## config.mk

```make
export PLATFORM = sky130hd
export DESIGN_NAME = multicycle_ctrl
export DESIGN_NICKNAME = d
export VERILOG_FILES = /design/src/rtl/multicycle_ctrl.sv
export SDC_FILE = /design/constraint.sdc
export NUM_CORES = 1
export LEC_CHECK = 0
export ABC_AREA = 1
export CORE_MARGIN = 2
export CORE_UTILIZATION = 40
export DETAILED_ROUTE_END_ITERATION = 8
export HOLD_SLACK_MARGIN = 0.06
export PLACE_DENSITY = 0.78
export SLEW_MARGIN = 5
export SYNTH_ARGS = -nofsm -noshare
export SYNTH_HDL_FRONTEND = slang
export SYNTH_SLANG_ARGS = --single-unit
```

## constraint.sdc

```tcl
create_clock -name clk -period 2.1 [get_ports clk]
set_input_delay 0.525 -clock clk [delete_from_list [all_inputs] [get_ports clk]]
set_output_delay 0.525 -clock clk [all_outputs]
set_load 0.005 [all_outputs]
```

## src/rtl/multicycle_ctrl.sv

```systemverilog
// multicycle_ctrl: main control unit of the multicycle ARM-subset core.
// A Moore FSM sequences the shared datapath. Control outputs are registered
// and are computed from the state being entered. The NZCV flag register and
// the FPU execute-cycle counter also live here. Write enables are gated
// combinationally by the active-low reset.
module multicycle_ctrl #(
  parameter int unsigned FPU_LAT = 1
) (
  input  logic        clk,
  input  logic        reset,
  input  logic [31:0] Instr,
  input  logic [3:0]  ALUFlags,
  output logic        PCWrite,
  output logic        MemWrite,
  output logic        RegWrite,
  output logic        IRWrite,
  output logic        FPUWrite,
  output logic        AdrSrc,
  output logic [1:0]  RegSrc,
  output logic [1:0]  ALUSrcA,
  output logic [1:0]  ALUSrcB,
  output logic [1:0]  ResultSrc,
  output logic [1:0]  ImmSrc,
  output logic [2:0]  ALUControl,
  output logic [3:0]  State
);

  typedef enum logic [3:0] {
    S_FETCH  = 4'd0,
    S_DECODE = 4'd1,
    S_MEMADR = 4'd2,
    S_MEMRD  = 4'd3,
    S_MEMWB  = 4'd4,
    S_MEMWR  = 4'd5,
    S_EXECR  = 4'd6,
    S_EXECI  = 4'd7,
    S_ALUWB  = 4'd8,
    S_BRANCH = 4'd9,
    S_FPUEX  = 4'd10
  } state_t;

  typedef struct packed {
    logic       pc_write;
    logic       mem_write;
    logic       reg_write;
    logic       ir_write;
    logic       fpu_write;
    logic       adr_src;
    logic [1:0] alu_src_a;
    logic [1:0] alu_src_b;
    logic [1:0] result_src;
    logic [2:0] alu_control;
  } ctrl_t;

  localparam logic [2:0] ALU_ADD = 3'b000;
  localparam logic [2:0] ALU_SUB = 3'b001;
  localparam logic [2:0] ALU_AND = 3'b010;
  localparam logic [2:0] ALU_ORR = 3'b011;
  localparam logic [2:0] ALU_MUL = 3'b100;

  // Index of the FPU execute cycle that commits the result.
  localparam logic [3:0] LAST_CNT = 4'(FPU_LAT - 1);

  // MUL shares Op=00 with data processing; distinguished by I=0 and bits [7:4]=1001.
  function automatic logic is_mul(input logic [31:0] ins);
    return (ins[25] == 1'b0) && (ins[7:4] == 4'b1001);
  endfunction

  function automatic logic [2:0] alu_op(input logic [31:0] ins);
    logic [2:0] op;
    if (is_mul(ins)) begin
      op = ALU_MUL;
    end else begin
      case (ins[24:21])
        4'b0100: op = ALU_ADD;
        4'b0010: op = ALU_SUB;
        4'b0000: op = ALU_AND;
        4'b1100: op = ALU_ORR;
        4'b1010: op = ALU_SUB;   // CMP is a SUB without write-back
        default: op = ALU_ADD;
      endcase
    end
    return op;
  endfunction

  // Data-processing commands this core implements; anything else is a NOP.
  function automatic logic dp_known(input logic [31:0] ins);
    logic known;
    case (ins[24:21])
      4'b0100, 4'b0010, 4'b0000, 4'b1100, 4'b1010: known = 1'b1;
      default:                                     known = 1'b0;
    endcase
    return known | is_mul(ins);
  endfunction

  function automatic logic is_cmp(input logic [31:0] ins);
    return (ins[27:26] == 2'b00) && !is_mul(ins) && (ins[24:21] == 4'b1010);
  endfunction

  // Only the arithmetic commands produce meaningful carry/overflow.
  function automatic logic sets_cv(input logic [31:0] ins);
    logic cv;
    case (ins[24:21])
      4'b0100, 4'b0010, 4'b1010: cv = 1'b1;
      default:                   cv = 1'b0;
    endcase
    return cv & !is_mul(ins);
  endfunction

  // Standard ARM condition evaluation; 1111 never executes.
  function automatic logic cond_ok(input logic [3:0] cond, input logic [3:0] f);
    logic n, z, c, v, r;
    {n, z, c, v} = f;
    case (cond)
      4'b0000: r = z;
      4'b0001: r = !z;
      4'b0010: r = c;
      4'b0011: r = !c;
      4'b0100: r = n;
      4'b0101: r = !n;
      4'b0110: r = v;
      4'b0111: r = !v;
      4'b1000: r = c & !z;
      4'b1001: r = !c | z;
      4'b1010: r = (n == v);
      4'b1011: r = (n != v);
      4'b1100: r = !z & (n == v);
      4'b1101: r = z | (n != v);
      4'b1110: r = 1'b1;
      default: r = 1'b0;
    endcase
    return r;
  endfunction

  // Control word presented while the FSM sits in state st.
  function automatic ctrl_t ctrl_for(input state_t st, input logic [31:0] ins, input logic last);
    ctrl_t c;
    logic  rd15;
    c    = '0;
    rd15 = (ins[15:12] == 4'd15);
    case (st)
      S_FETCH: begin
        c.pc_write   = 1'b1;
        c.ir_write   = 1'b1;
        c.alu_src_a  = 2'b01;
        c.alu_src_b  = 2'b10;
        c.result_src = 2'b10;
      end
      S_DECODE: begin
        c.alu_src_a  = 2'b01;
        c.alu_src_b  = 2'b10;
        c.result_src = 2'b10;
      end
      S_MEMADR: begin
        c.alu_src_b  = 2'b01;
      end
      S_MEMRD: begin
        c.adr_src    = 1'b1;
      end
      S_MEMWB: begin
        c.result_src = 2'b01;
        c.reg_write  = 1'b1;
        c.pc_write   = rd15;
      end
      S_MEMWR: begin
        c.adr_src    = 1'b1;
        c.mem_write  = 1'b1;
      end
      S_EXECR: begin
        c.alu_control = alu_op(ins);
      end
      S_EXECI: begin
        c.alu_src_b   = 2'b01;
        c.alu_control = alu_op(ins);
      end
      S_ALUWB: begin
        c.reg_write  = !is_cmp(ins);
        c.pc_write   = rd15 & !is_cmp(ins);
      end
      S_BRANCH: begin
        c.alu_src_b  = 2'b01;
        c.result_src = 2'b10;
        c.pc_write   = 1'b1;
      end
      S_FPUEX: begin
        c.result_src = 2'b11;
        c.reg_write  = last;
        c.fpu_write  = last;
      end
      default: begin
        c = '0;
      end
    endcase
    return c;
  endfunction

  state_t     state_q, state_d;
  logic [3:0] cnt_q, cnt_d;
  logic [3:0] flags_q, flags_d;
  ctrl_t      ctrl_q, ctrl_d;

  // Next state, counter, flags and the control word of the state being entered.
  always_comb begin
    state_d = state_q;
    cnt_d   = cnt_q;
    flags_d = flags_q;
    case (state_q)
      S_FETCH: begin
        state_d = S_DECODE;
      end
      S_DECODE: begin
        if (!cond_ok(Instr[31:28], flags_q) ||
            ((Instr[27:26] == 2'b00) && !dp_known(Instr))) begin
          state_d = S_FETCH;
        end else begin
          case (Instr[27:26])
            2'b01:   state_d = S_MEMADR;
            2'b00:   state_d = Instr[25] ? S_EXECI : S_EXECR;
            2'b10:   state_d = S_BRANCH;
            default: begin
              state_d = S_FPUEX;
              cnt_d   = 4'd0;
            end
          endcase
        end
      end
      S_MEMADR: begin
        state_d = Instr[20] ? S_MEMRD : S_MEMWR;
      end
      S_MEMRD: begin
        state_d = S_MEMWB;
      end
      S_EXECR, S_EXECI: begin
        state_d = S_ALUWB;
        if (Instr[20]) begin
          flags_d[3:2] = ALUFlags[3:2];
          if (sets_cv(Instr)) begin
            flags_d[1:0] = ALUFlags[1:0];
          end else begin
            flags_d[1:0] = flags_q[1:0];
          end
        end else begin
          flags_d = flags_q;
        end
      end
      S_FPUEX: begin
        if (cnt_q >= LAST_CNT) begin
          state_d = S_FETCH;
          cnt_d   = 4'd0;
        end else begin
          cnt_d   = cnt_q + 4'd1;
        end
      end
      default: begin
        state_d = S_FETCH;   // MEMWB, MEMWR, ALUWB, BRANCH all return to fetch
      end
    endcase
    ctrl_d = ctrl_for(state_d, Instr, cnt_d == LAST_CNT);
  end

  // FSM state, flags, counter and registered control outputs.
  always_ff @(posedge clk) begin
    if (!reset) begin
      state_q <= S_FETCH;
      cnt_q   <= 4'd0;
      flags_q <= 4'b0000;
      ctrl_q  <= ctrl_for(S_FETCH, Instr, 1'b0);
    end else begin
      state_q <= state_d;
      cnt_q   <= cnt_d;
      flags_q <= flags_d;
      ctrl_q  <= ctrl_d;
    end
  end

  assign PCWrite    = ctrl_q.pc_write  & reset;
  assign MemWrite   = ctrl_q.mem_write & reset;
  assign RegWrite   = ctrl_q.reg_write & reset;
  assign IRWrite    = ctrl_q.ir_write  & reset;
  assign FPUWrite   = ctrl_q.fpu_write & reset;
  assign AdrSrc     = ctrl_q.adr_src;
  assign ALUSrcA    = ctrl_q.alu_src_a;
  assign ALUSrcB    = ctrl_q.alu_src_b;
  assign ResultSrc  = ctrl_q.result_src;
  assign ALUControl = ctrl_q.alu_control;
  assign RegSrc     = {(Instr[27:26] == 2'b01) & ~Instr[20], (Instr[27:26] == 2'b10)};
  assign ImmSrc     = Instr[27:26];
  assign State      = state_q;

endmodule

```

==> impl_results.md <==
* Clk Tree Root Cell: clkbuf_4
* Number of enable flip-flop cells after synthesis at 0
* Net switching power at 232 µW
* Aggregate global-route resource usage at around 16%
* Final hold vios at 0
* CTS Buf Count at 3
* Final non-filler cell total at between 200 and 300
* Die Height at 61.1 µm
* Number of warning messages in the yosys log at 0
* DIE WIDTH at between 60 and 70 µm
* Minimum period implied by the final worst setup slack at 1970 ps
* Die area at around 3700 µm²
* Number of detailed-routing iterations run before antenna repair at 4
* Skew final at 4.20 ps
* Filler cell count in the final layout at 294
* Worst setup path class: primary input to output port
* Number of nets still failing antenna checks after routing at 0
* Outcome: finished, final reports clean
* Clk pwr share at 21.7%
* Fraction of registers with async set or reset after synthesis at 0%
* Syn Area/Cell at 6.58 µm²
* Area added between synthesis and finish at 41.2%
* First-pass GRT wire length at 4.65 mm
* Logic pwr share at a little over a quarter
* Critical path startpoint category: primary input
* Net count after synthesis at between 200 and 250
* Total of max-cap violations at 0
* Cell area after placement at 1820 µm²
* Fmax at 0.509 GHz
* Synthesized instance count at 198
* Sequential group share of total power at 52.1%
* Post-synthesis cell area at 1300 µm²
* RD Place Congestion at 0.880
* Setup repair after global routing missed its margin: no
* Path class of the lowest-slack min-delay path: register to register
* Largest net degree at the start of global routing at 12
* Pwr/cell area at 461 nW/µm²
* Initial drt markers at 25
* Clock-pin slew of the registers on the worst-case setup and hold paths at 110 ps
* Maximum buffer depth of the clock tree at 2
* Worst hold margin at 505 ps
* Post-DR wirelength/cell at approximately 9.6 µm
* Post-route total power at 849 µW
* Internal Pwr Total at 617 µW
* Number of buffers inserted by port buffering at 47
* CP max FO at 2
* Share of final-layout standard cells stronger than drive strength 1 at between 15 and 20%
* Highest ir drop seen on vdd at 0.301 mV
* Routed Wire Length at 2.78 mm
* CTS H-tree depth at 1
* Top cells by area in the synthesized netlist: dfxtp_1 (34%), nand2_1 (13%), inv_1 (8.6%)
* Cell area after layout at 1840 µm²
* Fraction of the yosys area taken by sequential cells at 33.8%
* TritonCTS clock tree: done
* Area fraction of the dominant cell type after synthesis at 33.8%
* Clock latency at the later pin of the worst-skew pair at 300 ps
* LEAKAGE at 0.821 nW
* Standard-cell row count at 20
* Setup bufs post-CTS at 0
* Sum of net half-perimeters after detailed placement at 2.37 mm
* Initial core utilization at 42.4%
* Required time of the worst setup path at approximately 1600 ps
* Number of endpoints failing setup at the final stage at 0
* Fin. max-slew vios at 0
* Number of diodes added for antenna fixing at 0
* Total clock sinks at 22
* Hold bufs inserted after CTS at 0
* Most frequently used cell type in the post-synthesis netlist: nand2_1
* Total via count after detailed routing at between 1000 and 1500
* Number of top-level pins at around 60
* Library cells used by synthesis at 24
* Switching part of the total at 27.3%
* Cells after DPL at 287
* Vias in the first global route at 1197
* Commonest cells post-synth: nand2_1 (44), inv_1 (30), dfxtp_1 (22), nor2_1 (22), nand3_1 (17)
* Utilization after layout at 59.8%
* Detailed-route DRC error count at 0
* Antenna violations before repair at 0
* Kind of capture point of the worst setup path: output port
* Period Utilization, post-route at between 90% and 100%
* Layout net count at between 200 and 300
* Number of register bits inferred by synthesis at 22
* Core outline area at 3080 µm²
* Via/cell ratio at between 4 and 5
* Top flip-flop cell by instance count after synthesis: dfxtp_1
* Largest area contributor in the netlist: dfxtp_1
* Arrival @ worst endpoint at 1440 ps
* Total congestion overflow at 0
-- kinds of logic (layout without fill, tap and decap cells) --
family	Yosys count	after routing	share of synthesized area, %
AND/OR/NAND/NOR	110	110	41.5
buffers and inverters	46	94	16.4
flip-flops	22	22	33.8
AO/OA/AOI/OAI	19	19	8.06
other	1	1	0.288
-- per-stage QoR --
stage	setup WS (ps)	TNS, ps
detailed placement	-224	-2590
global placement	-242	-2420
finish	134	0
CTS	1.83	0
floorplan	476	0
global route	21.3	0
-- layer usage --
metal / vias up / global-route usage [%] / wire (µm)
li1: 707 / - / -
met1: 577 / 18.7 / 1220
met3: 2 / 4.62 / 152
met4: 0 / 2.80 / 13
met5: - / 0 / 0
met2: 27 / 30.5 / 1390
-- state kept, by name, summed over array words and instances (netlist names) --
name,cells
ALUSrcA,1
ResultSrc,2
ALUSrcB,2
ctrl_q,5
AdrSrc,1
flags_q,4
ALUControl,3
State,4
-- worst max-delay path, stage by stage --
cell and delay, ps:
clkdlybuf4s50_1 460, nor3_1 190, dlygate4sd2_1 260
-- final timing paths --
check,depth (start not counted),from,slack [ps],end
worst max-delay path,3,Instr[20],130,RegSrc[1]
worst min-delay path,2,flags_q[2],510,flags_q[2]
worst max register to register,8,State[3],490,ResultSrc[1]
worst min register to register,2,flags_q[2],510,flags_q[2]
-- cell usage in the layout (no fill, tap or decap), drive strengths merged --
master / count
dlymetal6s2s: 1
clkdlybuf4s50: 42
a21oi: 12
dfxtp: 22
o211ai: 1
buf: 11
inv: 33
nand3: 22
clkbuf: 4
conb: 1
nor2: 28
dlygate4sd2: 3
o21ai: 6
nand4: 3
nand2: 49
nor3: 6
or2: 2
-- repair_timing --
action                                  in CTS  in global routing
endpoints found under the setup margin       8                  3
resized for setup                            4                  4
cloned                                       0                  0
-- layout make-up --
type | count | area [µm²] | share of cell area, %
repair buffers | 58 | 547 | 29.7
well taps | 44 | 55.1 | 2.99
inverters | 33 | 124 | 6.73
multi-input cells | 130 | 652 | 35.4
flip-flops and latches | 22 | 440 | 23.9
clock buffers | 3 | 22.5 | 1.22
-- power by group through the flow --
stage / Combinational [mW] / Sequential [mW] / Clock [mW]
after detailed placement: 0.225 / 0.452 / 0
final: 0.222 / 0.442 / 0.184
after floorplan: 0.115 / 0.451 / 0
after CTS: 0.224 / 0.442 / 0.189
after global routing: 0.248 / 0.445 / 0.207
after global placement: 0.222 / 0.452 / 0
Power figures use the tool's default switching activity.
